File: config.mk
export PLATFORM = sky130hd
export DESIGN_NAME = seg7_display
export DESIGN_NICKNAME = d
export VERILOG_FILES = /design/src/rtl/seg7_display.sv
export SDC_FILE = /design/constraint.sdc
export NUM_CORES = 1
export LEC_CHECK = 0
export ABC_AREA = 1
export CAP_MARGIN = 15
export CORE_MARGIN = 1
export CORE_UTILIZATION = 52
export DETAILED_ROUTE_END_ITERATION = 10
export DONT_BUFFER_PORTS = 1
export PLACE_DENSITY = 0.73
export REMOVE_ABC_BUFFERS = 1
export SETUP_SLACK_MARGIN = 0.5
export SYNTH_ARGS = -nofsm -noshare
export SYNTH_HDL_FRONTEND = slang
export SYNTH_SLANG_ARGS = --single-unit
File: constraint.sdc
create_clock -name clk -period 2.5 [get_ports clk]
set_clock_uncertainty 0.15 [all_clocks]
set_input_delay 0.5 -clock clk [delete_from_list [all_inputs] [get_ports clk]]
set_output_delay 0.5 -clock clk [all_outputs]
set_load 0.03 [all_outputs]
File: src/rtl/seg7_display.sv
// Multi-digit seven-segment display controller.
// Accepts a binary value over valid/ready, converts it to BCD with a
// sequential double-dabble engine (decimal mode) or passes nibbles through
// (hex mode), then registers an active-low segment image for every digit.
// Supports leading-zero blanking and a dash pattern on decimal overflow.
module seg7_display #(
    parameter int NUM_DIGITS = 6,
    parameter int VALUE_W    = 20
) (
    input  logic                    clk,
    input  logic                    reset_n,
    input  logic [VALUE_W-1:0]      in_value,
    input  logic                    in_hex,
    input  logic                    in_blank_lz,
    input  logic                    in_valid,
    output logic                    in_ready,
    output logic [7*NUM_DIGITS-1:0] leds,
    output logic                    busy
);

    // Each 3 input bits produce less than one decimal digit, so ceil(VALUE_W/3)
    // BCD digits always hold the full conversion without truncation.
    localparam int GUARD_DIGITS = (VALUE_W + 2) / 3;
    localparam int BCD_DIGITS   = (NUM_DIGITS > GUARD_DIGITS) ? NUM_DIGITS : GUARD_DIGITS;
    localparam int BCD_W        = 4 * BCD_DIGITS;
    localparam int HEX_W        = 4 * NUM_DIGITS;
    localparam int PAD_W        = (VALUE_W > HEX_W) ? VALUE_W : HEX_W;
    localparam int CNT_W        = $clog2(VALUE_W + 1);

    localparam logic [6:0] SEG_BLANK = 7'b1111111;
    localparam logic [6:0] SEG_DASH  = 7'b0111111;

    function automatic logic [63:0] pow10_minus1(input int n);
        logic [63:0] p;
        p = 64'd1;
        for (int i = 0; i < n; i++) p = p * 64'd10;
        return p - 64'd1;
    endfunction

    // Largest decimal value that fits the display, and largest input value.
    localparam logic [63:0] DEC_LIMIT    = pow10_minus1(NUM_DIGITS);
    localparam logic [63:0] IN_MAX       = (VALUE_W >= 64) ? '1 : ((64'd1 << VALUE_W) - 64'd1);
    localparam bit          OVF_POSSIBLE = IN_MAX > DEC_LIMIT;

    function automatic logic [6:0] glyph(input logic [3:0] d);
        case (d)
            4'h0: glyph = 7'b1000000;
            4'h1: glyph = 7'b1111001;
            4'h2: glyph = 7'b0100100;
            4'h3: glyph = 7'b0110000;
            4'h4: glyph = 7'b0011001;
            4'h5: glyph = 7'b0010010;
            4'h6: glyph = 7'b0000010;
            4'h7: glyph = 7'b1111000;
            4'h8: glyph = 7'b0000000;
            4'h9: glyph = 7'b0010000;
            4'hA: glyph = 7'b0001000;
            4'hB: glyph = 7'b0000011;
            4'hC: glyph = 7'b1000110;
            4'hD: glyph = 7'b0100001;
            4'hE: glyph = 7'b0000110;
            default: glyph = 7'b0001110;
        endcase
    endfunction

    typedef enum logic [1:0] {IDLE, CONVERT, LOAD} state_t;

    state_t                  state;
    logic                    ready_q;
    logic [7*NUM_DIGITS-1:0] leds_q;
    logic [BCD_W-1:0]        bcd_q;
    logic [VALUE_W-1:0]      shift_q;
    logic [CNT_W-1:0]        cnt_q;
    logic                    ovf_q;
    logic                    hex_q;
    logic                    blank_q;

    logic                    ovf_next;
    logic [BCD_W-1:0]        bcd_adj;
    logic [PAD_W-1:0]        val_ext;
    logic [3:0]              digit [NUM_DIGITS];
    logic [7*NUM_DIGITS-1:0] image;

    // Overflow is only checkable when the input range exceeds the display range.
    generate
        if (OVF_POSSIBLE) begin : g_ovf
            assign ovf_next = 64'(in_value) > DEC_LIMIT;
        end else begin : g_no_ovf
            assign ovf_next = 1'b0;
        end
    endgenerate

    // Double-dabble correction: every BCD nibble >= 5 gets +3 before the shift.
    always_comb begin
        bcd_adj = bcd_q;
        for (int d = 0; d < BCD_DIGITS; d++) begin
            if (bcd_q[4*d +: 4] >= 4'd5) bcd_adj[4*d +: 4] = bcd_q[4*d +: 4] + 4'd3;
        end
    end

    // In hex mode the shift register holds the latched value; nibbles past VALUE_W read 0.
    assign val_ext = PAD_W'(shift_q);

    // Select the digit source for the current mode.
    always_comb begin
        for (int i = 0; i < NUM_DIGITS; i++) begin
            digit[i] = hex_q ? val_ext[4*i +: 4] : bcd_q[4*i +: 4];
        end
    end

    // Build the segment image, scanning from the top digit to track leading zeros.
    always_comb begin
        // NOTE: every variable assigned here gets a default first so no latch is inferred.
        logic lead;
        image = '0;
        lead  = 1'b1;
        for (int i = NUM_DIGITS - 1; i >= 0; i--) begin
            if (digit[i] != 4'd0) lead = 1'b0;
            if (ovf_q && !hex_q)                image[7*i +: 7] = SEG_DASH;
            else if (blank_q && lead && i != 0) image[7*i +: 7] = SEG_BLANK;
            else                                image[7*i +: 7] = glyph(digit[i]);
        end
    end

    // Control FSM plus conversion datapath; all outputs come straight from flops.
    always_ff @(posedge clk or negedge reset_n) begin
        // NOTE: sequential state uses non-blocking assignments so every flop samples pre-edge values.
        if (!reset_n) begin
            state   <= IDLE;
            ready_q <= 1'b1;
            leds_q  <= '1;
            bcd_q   <= '0;
            shift_q <= '0;
            cnt_q   <= '0;
            ovf_q   <= 1'b0;
            hex_q   <= 1'b0;
            blank_q <= 1'b0;
        end else begin
            case (state)
                IDLE: begin
                    if (in_valid && ready_q) begin
                        hex_q   <= in_hex;
                        blank_q <= in_blank_lz;
                        shift_q <= in_value;
                        ready_q <= 1'b0;
                        if (in_hex) begin
                            ovf_q <= 1'b0;
                            state <= LOAD;
                        end else begin
                            ovf_q <= ovf_next;
                            bcd_q <= '0;
                            cnt_q <= CNT_W'(VALUE_W);
                            state <= CONVERT;
                        end
                    end
                end
                CONVERT: begin
                    {bcd_q, shift_q} <= {bcd_adj[BCD_W-2:0], shift_q, 1'b0};
                    cnt_q            <= cnt_q - CNT_W'(1);
                    if (cnt_q == CNT_W'(1)) state <= LOAD;
                end
                LOAD: begin
                    leds_q  <= image;
                    ready_q <= 1'b1;
                    state   <= IDLE;
                end
                default: begin
                    state   <= IDLE;
                    ready_q <= 1'b1;
                end
            endcase
        end
    end

    assign in_ready = ready_q;
    assign busy     = ~ready_q;
    assign leds     = leds_q;

endmodule

==> impl_metrics.ini, run 1 <==
[synth]
syn_inst = 852
avgSynthCellArea_um2 = 7.65
yosysWarningCount = 0
ys_seq_area_share_pct = 38.1
netlist_area_um2 = 6510
synth_cell_types = 43
synth-seq-cells = 97

[critical_path]
critPathTopFamily = flip-flops
path_cells = buf_4, o21ai_4, buf_6, inv_1, ha_1, inv_1, nor2_2, o21ai_0, nand3_1, nor2_1, nor2_1
path_class = flip-flop to flip-flop
worstReg2RegStart = hex_q
crit_path_end_kind = flip-flop
cp_max_fo = 7
cp-start-kind = flip-flop
slowest_stage = dfrtp_2
reg2reg_to = leds[21]
worstPathRequired_ns = 2.64
worstPathArrival_ns = 2.16
r2r_cells = 11
regToRegSetupSlack_ns = 0.48
path_buf_inv = 4
max_stage_delay_ns = 0.50

[clock_tree]
cts_buffers = 9
cts_tree = yes
clockRootBuffer = clkbuf_16
clk_pin_slew_ns = 0.07
htreeDepth = 3
clockBufferDepth = 2
clock_sinks = 97
clock_latency_ns = 0.36

[cells_and_area]
final_cell_mix = 160 x nand2_1, 103 x nor2_1, 93 x inv_1
final_common_cell = nand2_1
final_layout_size_suffix_gt1_share_pct = 22.7
fin_util_pct = 62.7
diodes = 0
nets = 952
area_growth_pct = 16.5

[floorplan]
dieArea_um2 = 13000
initial_core_util_pct = 53.8
coreArea_um2 = 12100
die_h_um = 114
die_w_um = 114
fp-row-count = 40
io_pins = 69

[sta]
post-route-period-util_pct = 80.8
whs_ns = -0.312
max_freq_mhz = 495
max_slew_margin_pct = 56.5
rsz0062_at_grt = yes
hold_violations = 97
min_period_ns = 2.02
worst_pin_slew_ns = 0.651
finalSetupViolCount = 0
slew_violations = 0

[hold_path]
hp-class = primary input to asynchronous set/reset pin

[drt]
via_per_inst = 5.44
drt_first_iter_violations = 366
vias = 5707
drt-total-wl_mm = 16.3
firstDrtPassIters = 5
drc_errors = 0
wl_per_cell_um = 15.6
drt.antenna.violating_nets = 0

[place]
place.gp.congestion = 0.865
dp_hpwl_mm = 10.6
io_buffers = 0

[global_routing]
grt_start_max_net_pins = 98
grt_pass1_wl_mm = 26.8
gr-total-overflow = 0
grt_usage_pct = 26.3
grt_pass1_vias = 5402
antenna_found_initial = 0

[flow_run]
cap_viol_max_count = 0

[outcome]
violations = hold timing
outcome = finished with violations
-- cells by family (layout without fill, tap and decap cells) --
logic type	count (synthesis)	after routing	synth area share (%)
buf+inv	136	163	9.09
simple gates	373	376	25.3
fa+ha+maj	50	50	9.60
compound gates	191	191	17.2
xor+xnor	5	5	0.672
flops	97	97	38.1
-- per-layer routing --
metal  part of all wire, %  track usage (%)
met1                    47             36.8
met2                    45             40.8
met3                   6.1             4.62
met4                   2.1             9.96
met5                     0                0
-- layout make-up --
cell class	instances	area (um^2)
sequential	97	2480
inverter	110	424
timing repair buffer	37	352
clock inverter	6	81.3
tap	168	210
fill	1029	4520
clock buffer	10	239
multi-input combinational	622	3800
-- cell usage after synthesis, drive strengths merged --
library cell	n	area, um^2
o21ai	100	549
clkbuf	8	30.0
clkinv	1	3.75
o21bai	1	7.51
a211oi	5	42.5
a31oi	11	68.8
o21a	1	7.51
dfrtp	54	1350
xor2	5	43.8
nor4	2	12.5
nand4	3	33.8
a21oi	41	205
nor3	9	56.3
o211ai	17	128
buf	18	149
inv	109	409
dfstp	43	1130
nor2	123	502
o32ai	6	52.6
nand3	44	225
or2	4	25.0
o22ai	7	43.8
o31ai	1	7.51
ha	50	626
nand2	188	796
o22a	1	8.76
-- state kept, by name, indices dropped and copies added (netlist names) --
signal and cells:
blank_q 1, hex_q 1, cnt_q 5, state 2
ovf_q 1, in_ready 1, leds 42, bcd_q 24
shift_q 20
-- what timing repair did --
action / CTS / global route
cloned: 3 / 0
resized for setup: 31 / 66
hold endpoints to repair: 97 / 97
pin swaps: 7 / 16
endpoints found under the setup margin: 79 / 70
buffers inserted: 13 / 11
-- metrics by stage --
stage / setup slack (ns) / hold slack, ns / instances / area (um^2) / TNS [ns]
detailed placement: 0.208 / 0.0585 / 1007 / 6670 / 0
floorplan: -0.369 / 0.0544 / 826 / 6330 / -7.33
CTS: 0.478 / -0.320 / 1039 / 7250 / 0
global route: 0.369 / -0.320 / 1050 / 7590 / 0
global placement: 0.305 / 0.0582 / 1007 / 6670 / 0
finish: 0.481 / -0.312 / 1050 / 7590 / 0
-- how the worst max path moves through the flow --
stage / cells past startpoint / slack [ns] / startpoint / to
global placement: 10 / 0.30 / hex_q / leds[26]
floorplan: 9 / -0.37 / hex_q / leds[10]
finish: 11 / 0.48 / hex_q / leds[21]
global route: 11 / 0.37 / hex_q / leds[21]
detailed placement: 10 / 0.21 / hex_q / leds[26]
CTS: 9 / 0.48 / hex_q / leds[29]
Power of run 1 is left out: the tool's default activity adds up to more than one toggle a clock period on the data nets, which glitch-free logic cannot reach.
==> inputs of run 2 (changes only) <==
- PLACE_DENSITY: 0.73 -> 0.76
- clock period: 2.5 -> 1.7 ns (I/O delays scaled with it)
==> run 2 against run 1 <==
Against the previous run:
- the run ends with hold timing, setup timing left
- critical path depth stayed put
- die area did not move
- maximum frequency down 3.9%
- sequential cell count is the same
- routed wire length increased by 24%
- worst hold slack got worse by 0.16 ns
- worst setup slack got worse by 0.88 ns
- cell area increased by 20%
- non-clock buffer count grew 107
- register-to-register slack worse by 0.88 ns
- sequential share of layout area decreased by 5.5 points
- final cell count increased by 9.9%
- critical path type unchanged
- largest cell class unchanged
==> impl_metrics.ini, run 2 (synthesis results as in run 1) <==
[place]
pre_cts_ws_ns = -0.304
io_buffers = 0
place.gp.congestion = 0.878
dp_hpwl_mm = 11.6
dpl_cell_area_um2 = 7420

[global_routing]
gr-total-overflow = 0
grt_pass1_vias = 6158
grt_pass1_wl_mm = 29.6
grt_usage_pct = 29.2
antenna_found_initial = 0
grt_start_max_net_pins = 98

[clock_tree]
clock_sinks = 97
clockBufferDepth = 2
cts_hold_buf = 2
htreeDepth = 3
cts_buffers = 9
clockRootBuffer = clkbuf_16
clk_pin_slew_ns = 0.07
cts_tree = yes
clock_latency_ns = 0.36

[sta]
min_period_ns = 2.10
hold_violations = 97
setup_slack_ns = -0.400
post-route-period-util_pct = 124
rsz0062_at_grt = yes
finalSetupViolCount = 81
finalSetupTns_ns = -9.50
slew_violations = 0
max_slew_margin_pct = 64.0
whs_ns = -0.476
worst_pin_slew_ns = 0.535
max_freq_mhz = 476

[critical_path]
cp_max_fo = 12
worstPathRequired_ns = 1.84
worstPathArrival_ns = 2.24
crit_path_end_kind = flip-flop
path_class = flip-flop to flip-flop
cp-start-kind = flip-flop

[drt]
wl_per_cell_um = 17.6
drc_errors = 0
drt-total-wl_mm = 20.3
firstDrtPassIters = 5
drt_first_iter_violations = 636
via_per_inst = 5.68
vias = 6556
drt.antenna.violating_nets = 0

[cells_and_area]
final_layout_size_suffix_gt1_share_pct = 41.5
diodes = 0
seq_area_um2 = 2480
area_growth_pct = 39.9
multiInputGateArea_um2 = 4240
final_common_cell = nand2_1
fin_area_um2 = 9110
nets = 1056
largest_reg_flops = 42
fill_cells = 804
final_cell_mix = 143 x nand2_1, 104 x buf_4, 89 x nor2_1

[floorplan]
dieArea_um2 = 13000
fp-row-count = 40
die_h_um = 114
coreArea_um2 = 12100
io_pins = 69
die_w_um = 114
initial_core_util_pct = 53.8

[outcome]
outcome = finished with violations
violations = hold timing, setup timing

[hold_path]
hp-class = primary input to asynchronous set/reset pin

[flow_run]
cap_viol_max_count = 0
[run 2: cell types whose count changed in the layout (fill, tap and decap cells not counted), sizes merged, moves of 2 or more]
cell         change
buf            +105
inv              +4
clkinvlp         -2
dlygate4sd3      +2
nand2            -2
[run 2: repair_timing]
item,4_1_cts,5_1_grt
cloned,6,0
endpoints found under the setup margin,141,141
pin swaps,28,24
gates resized for setup,160,118
endpoints found under the hold margin,99,97
buffers inserted,20,11
[run 2: routing by layer]
metal | part of all wire (%) | vias to the layer above | wire length (um) | track usage (%)
li1 | - | 3048 | - | -
met1 | 41 | 3129 | 8270 | 37.4
met2 | 49 | 303 | 9910 | 47.7
met3 | 5.9 | 76 | 1190 | 4.30
met4 | 4.7 | 0 | 957 | 15.3
met5 | 0 | - | 0 | 0
[run 2: critical path, cell delays in order (launching register included)]
cell and delay (ns):
dfrtp_2 0.45, buf_12 0.16, buf_6 0.14, o21ai_4 0.15, inv_2 0.08, buf_4 0.16, ha_4 0.24, inv_1 0.07
nand2_1 0.07, a21oi_1 0.14, nor2_1 0.07, a21oi_2 0.15
[run 2: worst paths after layout]
kind,from,end,slack [ns],depth (start not counted)
min in group clk,in_value[12],shift_q[12],0,2
min,reset_n,bcd_q[22],-0.48,0
max reg2reg,hex_q,leds[17],-0.40,11
min reg2reg,bcd_q[21],bcd_q[22],0.36,2
max,hex_q,leds[17],-0.40,11
max in group asynchronous,reset_n,in_ready,1.64,0
[run 2: through the flow]
stage               std cells  util (%)  hold slack [ns]
finish                   1154      75.2           -0.476
CTS                      1143      71.3           -0.487
global placement         1099      61.3           -0.102
floorplan                 826         -           -0.106
detailed placement       1099      61.3           -0.103
global route             1154      75.2           -0.482
[run 2: layout make-up]
type | count | share of cell area [%]
well taps | 168 | 2.31
inverters | 110 | 4.61
repair buffers | 144 | 16.0
multi-input cells | 619 | 46.5
clock inverters | 6 | 0.700
flip-flops and latches | 97 | 27.3
clock buffers | 10 | 2.62
Power of run 2 is left out for the same reason.
==> inputs of run 3 (changes only) <==
- BUFFER_PORTS_ARGS: not set -> -buffer_cell sky130_fd_sc_hd__buf_2
- CORE_MARGIN: 1 -> not set
- DONT_BUFFER_PORTS: 1 -> not set
- PLACE_DENSITY: 0.76 -> 0.81
- SKIP_LAST_GASP: not set -> 1
==> run 3 against run 2 <==
Against the previous run:
- the flow still finishes with violations (hold timing, setup timing)
- critical path depth is the same
- count of clock-buffer cells in the layout is the same
- register-to-register slack lost 0.13 ns
- global-route usage grew 9.3 points
- routed wire length grew 50%
- via count grew 25%
- utilization grew 13 points
==> impl_metrics.ini, run 3 (synthesis results as in run 1) <==
[floorplan]
io_pins = 69
die_w_um = 114
die_h_um = 114
initial_core_util_pct = 53.8
fp-row-count = 40
coreArea_um2 = 12100
dieArea_um2 = 13000

[global_routing]
grt_usage_pct = 38.5
grt_start_max_net_pins = 40
gr-total-overflow = 0
antenna_found_initial = 0
grt_pass1_vias = 7502
grt_pass1_wl_mm = 38.5

[sta]
hold_violations = 31
post-route-period-util_pct = 131
max_slew_margin_pct = 33.4
max_freq_mhz = 448
slew_violations = 0
finalSetupViolCount = 96
rsz0062_at_grt = yes
worst_pin_slew_ns = 0.988
setup_slack_ns = -0.532
whs_ns = -0.0465
min_period_ns = 2.23

[clock_tree]
clk_pin_slew_ns = 0.09
htreeDepth = 3
cts_tree = yes
clock_sinks = 97
clock_latency_ns = 0.38
cts_buffers = 9
clockBufferDepth = 2
clockRootBuffer = clkbuf_16

[drt]
via_per_inst = 6.49
drt-total-wl_mm = 30.5
firstDrtPassIters = 9
drc_errors = 0
wl_per_cell_um = 24.2
drt.antenna.violating_nets = 0
drt_first_iter_violations = 1201
vias = 8175

[cells_and_area]
final_layout_size_suffix_gt1_share_pct = 52.8
nets = 1162
final_common_cell = nand2_1
final_cell_mix = 137 x nand2_1, 112 x buf_4, 82 x nor2_1
area_growth_pct = 64.0
diodes = 0
fill_cells = 476
fin_util_pct = 88.2
largest_reg_flops = 42

[critical_path]
max_stage_delay_ns = 0.46
cp_common_cell = buf_4
path_buf_inv = 5
slowest_stage = dfrtp_2
crit_path_end_kind = flip-flop
path_cells = buf_12, buf_6, o21ai_2, inv_2, buf_4, buf_4, ha_1, nand2_1, nand3_1, nor2_1, a21oi_1
worstPathRequired_ns = 1.85
worstPathArrival_ns = 2.38
path_class = flip-flop to flip-flop
critPathTopFamily = buffers and inverters
cp-start-kind = flip-flop
cp_max_fo = 9

[hold_path]
hp-class = primary input to asynchronous set/reset pin

[place]
dp_hpwl_mm = 12.0
place.gp.congestion = 0.930
io_buffers = 68
pre_cts_ws_ns = -0.330

[flow_run]
cap_viol_max_count = 0

[outcome]
violations = hold timing, setup timing
outcome = finished with violations
==> run 3: cell types whose count changed in the layout (fill, tap and decap cells not counted), moves of 7 or more <==
cell	delta
o21ai_2	+11
buf_2	+23
inv_1	-9
ha_4	+11
buf_4	+8
buf_6	+65
nor2_4	+8
o21ai_0	-10
nor2_1	-7
ha_1	-12
==> run 3: through the flow <==
stage	hold slack, ns	instance area [um^2]	instances	setup TNS (ns)
after CTS	-0.0198	9790	1230	-10.37
after detailed placement	0.112	7750	1164	-9.65
after global placement	0.112	7750	1164	-8.23
final	-0.0465	10700	1260	-22.62
after floorplan	-0.106	6330	826	-44.06
after global routing	-0.0110	10700	1260	-27.93
==> run 3: timing repair <==
item / in CTS / in global routing
endpoints found under the hold margin: 3 / 0
gates resized for setup: 334 / 179
hold buffers: 1 / 0
pin swaps: 56 / 62
setup buffers: 39 / 29
gates cloned: 10 / 1
setup endpoints to repair: 141 / 141
==> run 3: per-layer routing <==
layer  vias up  global-route usage, %  wire [um]
li1       3256                      -          -
met3       321                   8.29       3720
met1      3816                   45.8      10100
met4         0                   23.1       2920
met5         -                      0          0
met2       782                   64.0      13800
==> run 3: worst paths after layout <==
check | startpoint | cells past startpoint | slack [ns] | end
setup / recovery | hex_q | 11 | -0.53 | leds[17]
hold / removal | reset_n | 1 | -0.05 | leds[15]
setup reg to reg | hex_q | 11 | -0.53 | leds[17]
hold reg to reg | leds[41] | 2 | 0.33 | leds[41]
max in group asynchronous | reset_n | 2 | 0.75 | bcd_q[7]
min in group clk | in_blank_lz | 3 | 0.02 | blank_q
==> run 3: final cells by class <==
cell class / instances / area, um^2 / area share [%]
tap: 168 / 210 / 1.97
clock inverter: 6 / 67.6 / 0.633
timing repair buffer: 248 / 2550 / 23.9
multi-input combinational: 621 / 4670 / 43.7
inverter: 110 / 450 / 4.22
clock buffer: 10 / 239 / 2.24
sequential: 97 / 2490 / 23.3
Power of run 3 is left out for the same reason.
